`src/rtl/audio_pkg.sv`:
```
// Shared types for the audio sample streamer: sample/address widths, FSM states
// and the saturating underrun increment.
package audio_pkg;
  localparam int DATA_W = 16;
  localparam int ADDR_W = 20;

  typedef logic [DATA_W-1:0] sample_t;
  typedef logic [ADDR_W-1:0] sram_addr_t;
  typedef enum logic [1:0] {IDLE, REQ, WAIT, FIN} stream_state_t;

  function automatic logic [15:0] sat_inc16(input logic [15:0] v);
    return (v == 16'hFFFF) ? v : v + 16'd1;
  endfunction
endpackage

```
`src/rtl/sample_fifo.sv`:
```
// Synchronous sample FIFO with flush. A push into a full FIFO is accepted
// only when a pop frees a slot in the same cycle.
module sample_fifo #(
  parameter int DEPTH = 8,
  parameter int WIDTH = 16,
  localparam int AW = $clog2(DEPTH)
) (
  input  logic             clk,
  input  logic             reset,
  input  logic             flush,
  input  logic             push,
  input  logic [WIDTH-1:0] din,
  input  logic             pop,
  output logic [WIDTH-1:0] head,
  output logic [AW:0]      count,
  output logic             full,
  output logic             empty
);
  localparam logic [AW:0] DEPTH_CNT = DEPTH[AW:0];

  logic [WIDTH-1:0] mem [DEPTH];
  logic [AW-1:0]    wr_ptr;
  logic [AW-1:0]    rd_ptr;
  logic             do_push;
  logic             do_pop;

  assign empty   = (count == '0);
  assign full    = (count == DEPTH_CNT);
  assign do_pop  = pop && !empty;
  assign do_push = push && (!full || do_pop);
  assign head    = mem[rd_ptr];

  always_ff @(posedge clk) begin
    if (reset || flush) begin
      wr_ptr <= '0;
      rd_ptr <= '0;
      count  <= '0;
    end else begin
      if (do_push) wr_ptr <= wr_ptr + 1'b1;
      if (do_pop)  rd_ptr <= rd_ptr + 1'b1;
      case ({do_push, do_pop})
        2'b10:   count <= count + 1'b1;
        2'b01:   count <= count - 1'b1;
        default: ;
      endcase
    end
  end

  always_ff @(posedge clk) begin
    if (do_push && !flush) mem[wr_ptr] <= din;
  end
endmodule

```
`src/rtl/audio_sample_streamer.sv`:
```
// Fetches clip words from the SRAM reader into a sample FIFO and hands one
// sample to the codec per sample strobe, with optional loop playback.
//
//  state | meaning
//  IDLE  | waiting for play and FIFO room
//  REQ   | rd_req asserted for one cycle at rd_addr
//  WAIT  | one read outstanding, waiting for rd_valid
//  FIN   | clip fully fetched (LOOP=0), done once FIFO drains
module audio_sample_streamer
  import audio_pkg::*;
#(
  parameter int         FIFO_DEPTH = 8,
  parameter sram_addr_t START_ADDR = 20'h00000,
  parameter sram_addr_t END_ADDR   = 20'hFFFFF,
  parameter bit         LOOP       = 1'b1
) (
  input  logic              Clk,
  input  logic              reset,
  input  logic              play,
  input  logic              restart,
  output logic              rd_req,
  output logic [ADDR_W-1:0] rd_addr,
  input  logic              rd_valid,
  input  logic [DATA_W-1:0] rd_data,
  input  logic              sample_tick,
  output logic [DATA_W-1:0] audio_out,
  output logic              audio_valid,
  output logic [15:0]       underrun_cnt,
  output logic              done
);
  localparam int CW = $clog2(FIFO_DEPTH);

  stream_state_t state;
  logic          drop;
  logic          fifo_push;
  logic          fifo_pop;
  logic          fifo_full;
  logic          fifo_empty;
  logic [CW:0]   fifo_count;
  sample_t       fifo_head;

  assign fifo_push = (state == WAIT) && rd_valid && !restart;
  assign fifo_pop  = sample_tick && play && !restart && !fifo_empty;

  sample_fifo #(.DEPTH(FIFO_DEPTH), .WIDTH(DATA_W)) u_fifo (
    .clk   (Clk),
    .reset (reset),
    .flush (restart),
    .push  (fifo_push),
    .din   (rd_data),
    .pop   (fifo_pop),
    .head  (fifo_head),
    .count (fifo_count),
    .full  (fifo_full),
    .empty (fifo_empty)
  );

  always_ff @(posedge Clk) begin
    if (reset) begin
      state        <= IDLE;
      rd_req       <= 1'b0;
      rd_addr      <= START_ADDR;
      audio_out    <= '0;
      audio_valid  <= 1'b0;
      underrun_cnt <= '0;
      done         <= 1'b0;
      drop         <= 1'b0;
    end else begin
      audio_valid <= 1'b0;
      if (restart) begin
        state   <= IDLE;
        rd_req  <= 1'b0;
        rd_addr <= START_ADDR;
        done    <= 1'b0;
        // A read latched by the reader but not yet returned must be swallowed
        drop    <= (state == REQ) || ((state == WAIT || drop) && !rd_valid);
      end else begin
        if (sample_tick) begin
          audio_valid <= 1'b1;
          if (play) begin
            if (!fifo_empty) begin
              audio_out <= fifo_head;
            end else begin
              audio_out    <= '0;
              underrun_cnt <= sat_inc16(underrun_cnt);
            end
          end
        end
        if (drop && rd_valid) drop <= 1'b0;
        case (state)
          IDLE: if (play && !done && !drop && !fifo_full) begin
            state  <= REQ;
            rd_req <= 1'b1;
          end
          REQ: begin
            state  <= WAIT;
            rd_req <= 1'b0;
          end
          WAIT: if (rd_valid) begin
            if (rd_addr == END_ADDR) begin
              if (LOOP) begin
                rd_addr <= START_ADDR;
                state   <= IDLE;
              end else begin
                state <= FIN;
              end
            end else begin
              rd_addr <= rd_addr + 1'b1;
              state   <= IDLE;
            end
          end
          FIN:     done  <= (fifo_count == '0);
          default: state <= IDLE;
        endcase
      end
    end
  end
endmodule
```
`config.mk`:
```
export PLATFORM = sky130hd
export DESIGN_NAME = audio_sample_streamer
export DESIGN_NICKNAME = d
export VERILOG_FILES = /design/src/rtl/audio_pkg.sv /design/src/rtl/sample_fifo.sv /design/src/rtl/audio_sample_streamer.sv
export SDC_FILE = /design/constraint.sdc
export NUM_CORES = 1
export LEC_CHECK = 0
export CORE_MARGIN = 5
export CORE_UTILIZATION = 60
export DETAILED_ROUTE_END_ITERATION = 8
export PLACE_DENSITY = 0.81
export SLEW_MARGIN = 5
export SYNTH_ARGS = -nofsm -noshare
export SYNTH_HDL_FRONTEND = slang
export SYNTH_SLANG_ARGS = --single-unit
export TNS_END_PERCENT = 100
```
`constraint.sdc`:
```
create_clock -name Clk -period 4.95 [get_ports Clk]
set_input_delay 0.99 -clock Clk [delete_from_list [all_inputs] [get_ports Clk]]
set_output_delay 0.99 -clock Clk [all_outputs]
set_load 0.03 [all_outputs]
```
# Yosys cells after proc, flatten, opt, wreduce, memory -nomap -nowiden
# Memory sizes are Yosys's and may differ from the RTL's. A register that Yosys moved wholly into a read port is not among the register bits.
# Cells that the tools add are included.
[classes]
addsub = 6
eq_ne = 10
mux = 15
bitwise_logic = 2
n_reduce_logical = 35
[op_table]
columns = ["cell", "count"]
rows = [
  ["adder 20 x 1 -> 20 bit, second input constant", 1],
  ["== test 20 bit, second input constant", 1],
  ["two-way mux 20 bit", 1],
  ["adder 16 x 1 -> 16 bit, second input constant", 1],
  ["== test 16 bit, second input constant", 1],
  ["two-way mux 16 bit", 1],
  ["logical AND 1 bit", 13],
  ["case mux 4 bit (2 select lines)", 1],
  ["adder 3 x 1 -> 3 bit, second input constant", 2],
  ["== test 2 bit, second input constant", 3],
  ["zero test 1 bit", 6],
  ["two-way mux 1 bit", 6],
  ["two-way mux 3 bit", 2],
  ["case mux 2 bit (3 select lines)", 1],
  ["AND reduction 3 bit", 2],
  ["nonzero test 2 bit", 3],
  ["AND reduction 5 bit", 1],
  ["adder 4 x 1 -> 4 bit, second input constant", 1],
  ["== test 2 x 1 -> 1 bit, second input constant", 2],
  ["== test 4 bit, second input constant", 1],
  ["zero test 4 bit", 1],
  ["logical OR 1 bit", 4],
  ["two-way mux 2 bit", 2],
  ["!= test 2 bit, second input constant", 2],
  ["7 further kinds", 9],
]
[word_totals]
reg_bits = 68
mem_bits_rw = 128
elab_cells = 80
n_memories = 1
[mem_list]
columns = ["name", "depth", "width", "rd", "rd_clocked_by_memory_dff", "wr", "line_no", "text"]
rows = [
  ["u_fifo.mem", 8, 16, 1, 1, 1, "sample_fifo.sv:21", "logic [WIDTH-1:0] mem [DEPTH];"],
]

# Logic depth before layout (Yosys ltp)
[depth]
ltp_word = 9
ltp_mapped = 10
depth_no_buf = 10

# Cells and area by module
# A second synthesis with hierarchy kept.
[unflattened]
hier_cells = 601
hier_area_um2 = 8456.9
[by_module_without_submodules]
columns = ["module", "instances", "cells_each", "area_each_um2", "seq_area_each_um2"]
rows = [
  ["sample_fifo", 1, 274, 5614.1, 4103.9],
  ["audio_sample_streamer", 1, 327, 2842.7, 1161.1],
]

# Least setup slack after synthesis
# Ideal clock, no wire load.
[synth_path]
path_type = "input to register"
start = "input restart"
end = "memory u_fifo.mem[2][0] (enable)"
arrival_time_ps = 3174
t_required_ps = 4514
slack_ps = 1340
cell_stages = 3
n_path_buf = 0
path_cell_list = "nand3b_1 -> a21o_1 -> nor4b_1"
[synth_between]
elab_chain_cells = 9
[synth_lines]
columns = ["element", "line_no", "text"]
rows = [
  ["start: declaration", "audio_sample_streamer.sv:20", "input logic restart,"],
  ["zero test 1 bit (*)", "sample_fifo.sv:50, audio_sample_streamer.sv:42, audio_sample_streamer.sv:43", ""],
  ["logical AND 1 bit (2 in a row)", "audio_sample_streamer.sv:43", "assign fifo_pop = sample_tick && play && !restart && !fifo_empty;"],
  ["logical AND 1 bit", "sample_fifo.sv:29", "assign do_pop = pop && !empty;"],
  ["logical OR 1 bit", "sample_fifo.sv:30", "assign do_push = push && (!full || do_pop);"],
  ["logical AND 1 bit", "sample_fifo.sv:30", ""],
  ["logical AND 1 bit (*)", "sample_fifo.sv:50", "if (do_push && !flush) mem[wr_ptr] <= din;"],
  ["two-way mux 1 bit (*)", "sample_fifo.sv:50", ""],
  ["two-way mux 1 bit (not written as such) (*)", "sample_fifo.sv:50", ""],
  ["end: declaration", "sample_fifo.sv:21", ""],
]
# Mark *: on every way between the ends. The rest lies on a longest branch, timed or not.

# Final worst setup path
[layout_path]
start = "input restart"
end = "register u_fifo.count[3]"
[layout_between]
elab_chain_cells = 8
[layout_lines]
columns = ["element", "line_no", "text"]
rows = [
  ["zero test 1 bit", "audio_sample_streamer.sv:42, audio_sample_streamer.sv:43", ""],
  ["logical AND 1 bit (2 in a row)", "audio_sample_streamer.sv:43", ""],
  ["logical AND 1 bit", "sample_fifo.sv:29", ""],
  ["logical OR 1 bit", "sample_fifo.sv:30", ""],
  ["logical AND 1 bit", "sample_fifo.sv:30", ""],
  ["== test 2 x 1 -> 1 bit or == test 2 bit (tied branches)", "sample_fifo.sv:41", "case ({do_push, do_pop})"],
  ["case mux 4 bit (2 select lines) or nonzero test 2 bit (tied branches)", "n/a", ""],
  ["end signal: assignment", "sample_fifo.sv:42", "2'b10: count <= count + 1'b1;"],
  ["end signal: assignment", "sample_fifo.sv:43", "2'b01: count <= count - 1'b1;"],
  ["end: declaration", "sample_fifo.sv:15", "output logic [AW:0] count,"],
]
# Parallel ways exist; a longest one is shown, timed or not.
# A chain may end at the register's enable or synchronous reset.

==> results.json <==
{
  "post_synth_xor_area_fraction_pct": 1.424,
  "rr_startpoint": "state[0]",
  "antenna_found_initial": 0,
  "power_uw": 3164,
  "dieArea_um2": 15730,
  "postRouteAntennaNets": 0,
  "p_sw_share_pct": 19.85,
  "cap_violations": 0,
  "synth_simple_gate_area_share_pct": 10.66,
  "end_kind": "flip-flop",
  "hold_violations": 0,
  "clock_sinks": 199,
  "crit_type": "input pin to flip-flop",
  "n_antenna_cell": 0,
  "worstRegToRegCells": 6,
  "synth.distinct_cells": 48,
  "die_h_um": 125.4,
  "regArea_um2": 5268,
  "synth.net_count": 591,
  "yosys_warnings": 0,
  "fin_area_um2": 9567,
  "fmax_mhz": 326.9,
  "die_w_um": 125.4,
  "grt_setup_unrepaired": "no",
  "area_growth_pct": 19.67,
  "rows": 42,
  "htree_num_levels": 4,
  "grt_max_degree": 33,
  "pin_count": 77,
  "numCtsBuffers": 17,
  "ir_drop_uv": 250.3,
  "fin_setup_tns_ns": 0,
  "via_per_inst": 6.098,
  "grt_overflow": 0,
  "critical_path_arrival_ns": 3.40,
  "core-area_um2": 13140,
  "cp_max_fo": 8,
  "cts_tree": "yes",
  "p_leak_uw": 0.002988,
  "ys_ff_latch": 199,
  "power_frac_clock_pct": 42.0,
  "cts-root-buf": "clkbuf_16",
  "comb_power_share_pct": 2.1,
  "crit_start": "restart",
  "gp_routability_congestion": 0.8088,
  "internal_power_uw": 2536,
  "synth_compound_gate_area_share_pct": 6.636,
  "dpl_worst_slack_ns": 1.492,
  "layout.nets": 671,
  "p_switching_uw": 627.9,
  "required_ns": 5.29,
  "synth_top_family_by_area": "multiplexers",
  "fin_skew_ns": 0.01020,
  "firstDrtPassIters": 5,
  "synth-adder-area-share_pct": 1.972,
  "fin_crit_ns": 3.059,
  "synth-edff-count": 128,
  "holdPathStages": 2,
  "cp-start-kind": "input pin",
  "dpl.hpwl_um": 10290,
  "grt_pass1_vias": 5022,
  "cts_setup_buffers": 0,
  "clkLatencyLatePin_ns": 0.42,
  "io_buffers": 76,
  "wl_um": 16620,
  "status": "finished, final reports clean",
  "avgSynthCellArea_um2": 14.35,
  "max_slew_margin_pct": 17.79,
  "hold_path_class": "flip-flop to flip-flop",
  "placed_cell_area_um2": 8991,
  "via_count": 5037,
  "fillers": 814,
  "drtIter0Drc": 453,
  "seq_power_share_pct": 55.9,
  "ys_seq_area_share_pct": 65.86,
  "route.detailed.drc": 0,
  "p_per_area_nw_per_um2": 330.7,
  "multi_input_area_um2": 2635,
  "min_from": "audio_out[3]",
  "grt_pass1_wl_um": 26440,
  "routedWlPerCell_um": 20.12,
  "synth_mux_area_share_pct": 11.65,
  "setup_viol": 0,
  "clk_pin_slew_ns": 0.07,
  "worstMarginPinSlew_ns": 1.223,
  "synth_ff_type": "edfxtp_1",
  "async_flop_share_pct": 0,
  "layout_setup_ws_ns": 1.891,
  "cts_max_path_buffers": 2,
  "slew_viol_final": 0,
  "cts_resized": 0,
  "holdBufCountCts": 0,
  "synth_area_um2": 7994,
  "drive_gt1_share_pct": 13.38,
  "post-route-period-util_pct": 61.81,
  "start_util_pct": 60.85,
  "grt_usage_pct": 21.38,
  "synthCells": 557
}
[metal layers]
metal / routed length [µm] / global-route usage (%) / vias to the layer above
met1: 6764 / 26.75 / 2520
li1: - / - / 2327
met5: 0 / 0 / -
met2: 8819 / 38.01 / 169
met3: 806 / 4.435 / 21
met4: 230 / 5.676 / 0
[layout make-up]
class                      count  area share (%)
clock buffer                  24           5.035
clock inverter                 8          0.9286
inverter                      12          0.4708
multi-input combinational    322           27.54
sequential                   199           55.06
tap                          176           2.302
timing repair buffer          85           8.658
[cells in the mapped netlist (4+ instances only)]
cell / number / area [µm²]
edfxtp_1: 128 / 3844
dfxtp_1: 71 / 1421
nand2_1: 41 / 153.9
mux4_2: 32 / 720.7
a21oi_1: 30 / 150.1
o21ai_0: 29 / 145.1
nor2_1: 22 / 82.58
mux2i_1: 21 / 210.2
clkbuf_1: 19 / 71.32
nand3_1: 19 / 95.09
o31ai_1: 14 / 105.1
inv_1: 12 / 45.04
or3_1: 12 / 75.07
or4_1: 12 / 90.09
ha_1: 11 / 137.6
nand4_1: 9 / 56.30
nor3_1: 7 / 35.03
xor2_1: 7 / 61.31
and4_1: 6 / 52.55
xnor2_1: 6 / 52.55
nor4_1: 4 / 25.02
[cells by family (layout without fill, tap and decap cells)]
kind of cell	after synthesis	after routing
AOI/OAI and AO/OA	88	88
DFF	199	199
buffers and inverters	36	129
xor gates and xnor gates	13	13
and+or+nand+nor	156	156
adders and majority gates	12	12
muxes	53	53
[per-stage QoR]
step,hold WS (ns),util [%],std cells
floorplan,0.4457,-,557
global placement,0.4323,68.44,794
detailed placement,0.4452,68.44,794
CTS,0.4606,72.78,826
global route,0.4878,72.82,826
finish,0.4512,72.82,826
[path summary, 6_finish.rpt]
path	to	slack [ns]
worst max-delay path	u_fifo.count[3]	1.89
worst min-delay path	audio_out[3]	0.45
worst max register to register	rd_addr[11]	2.47
worst min register to register	audio_out[3]	0.45
[registers in the layout, indices dropped and copies added, names as in the netlist, 2 cells and up, named ones only]
name and cells:
u_fifo.wr_ptr 3, u_fifo.rd_ptr 3, rd_addr 20, underrun_cnt 16
audio_out 16, state 2, u_fifo.count 4, u_fifo.mem 128
[worst max-delay path, cell delays in order]
cell             delay, ns
clkdlybuf4s50_1       0.50
and3b_1               0.43
nand3_1               0.19
inv_1                 0.22
ha_1                  0.27
a21o_2                0.21
a21oi_1               0.16
mux2i_1               0.23
mux2i_1               0.21
[placed cells by master, fill, tap and decap left out, types with 11 or more instances in the layout]
cell,instances
edfxtp_1,128
clkdlybuf4s50_1,76
dfxtp_1,69
nand2_1,41
mux4_2,32
a21oi_1,30
o21ai_0,29
nor2_1,22
mux2i_1,21
nand3_1,19
clkbuf_16,17
o31ai_1,14
inv_1,12
or3_1,12
or4_1,12
ha_1,11
[power groups by stage]
| stage | registers [µW] | clock network (µW) | logic, µW |
|---|---|---|---|
| finish | 1770 | 1330 | 66.1 |
| global route | 1770 | 1420 | 71.8 |
| CTS | 1770 | 1350 | 66.4 |
| floorplan | 1810 | 0 | 21.9 |
| detailed placement | 1800 | 0 | 65.9 |
| global placement | 1800 | 0 | 62.3 |
Note: power is estimated with default switching activity, not from simulation.
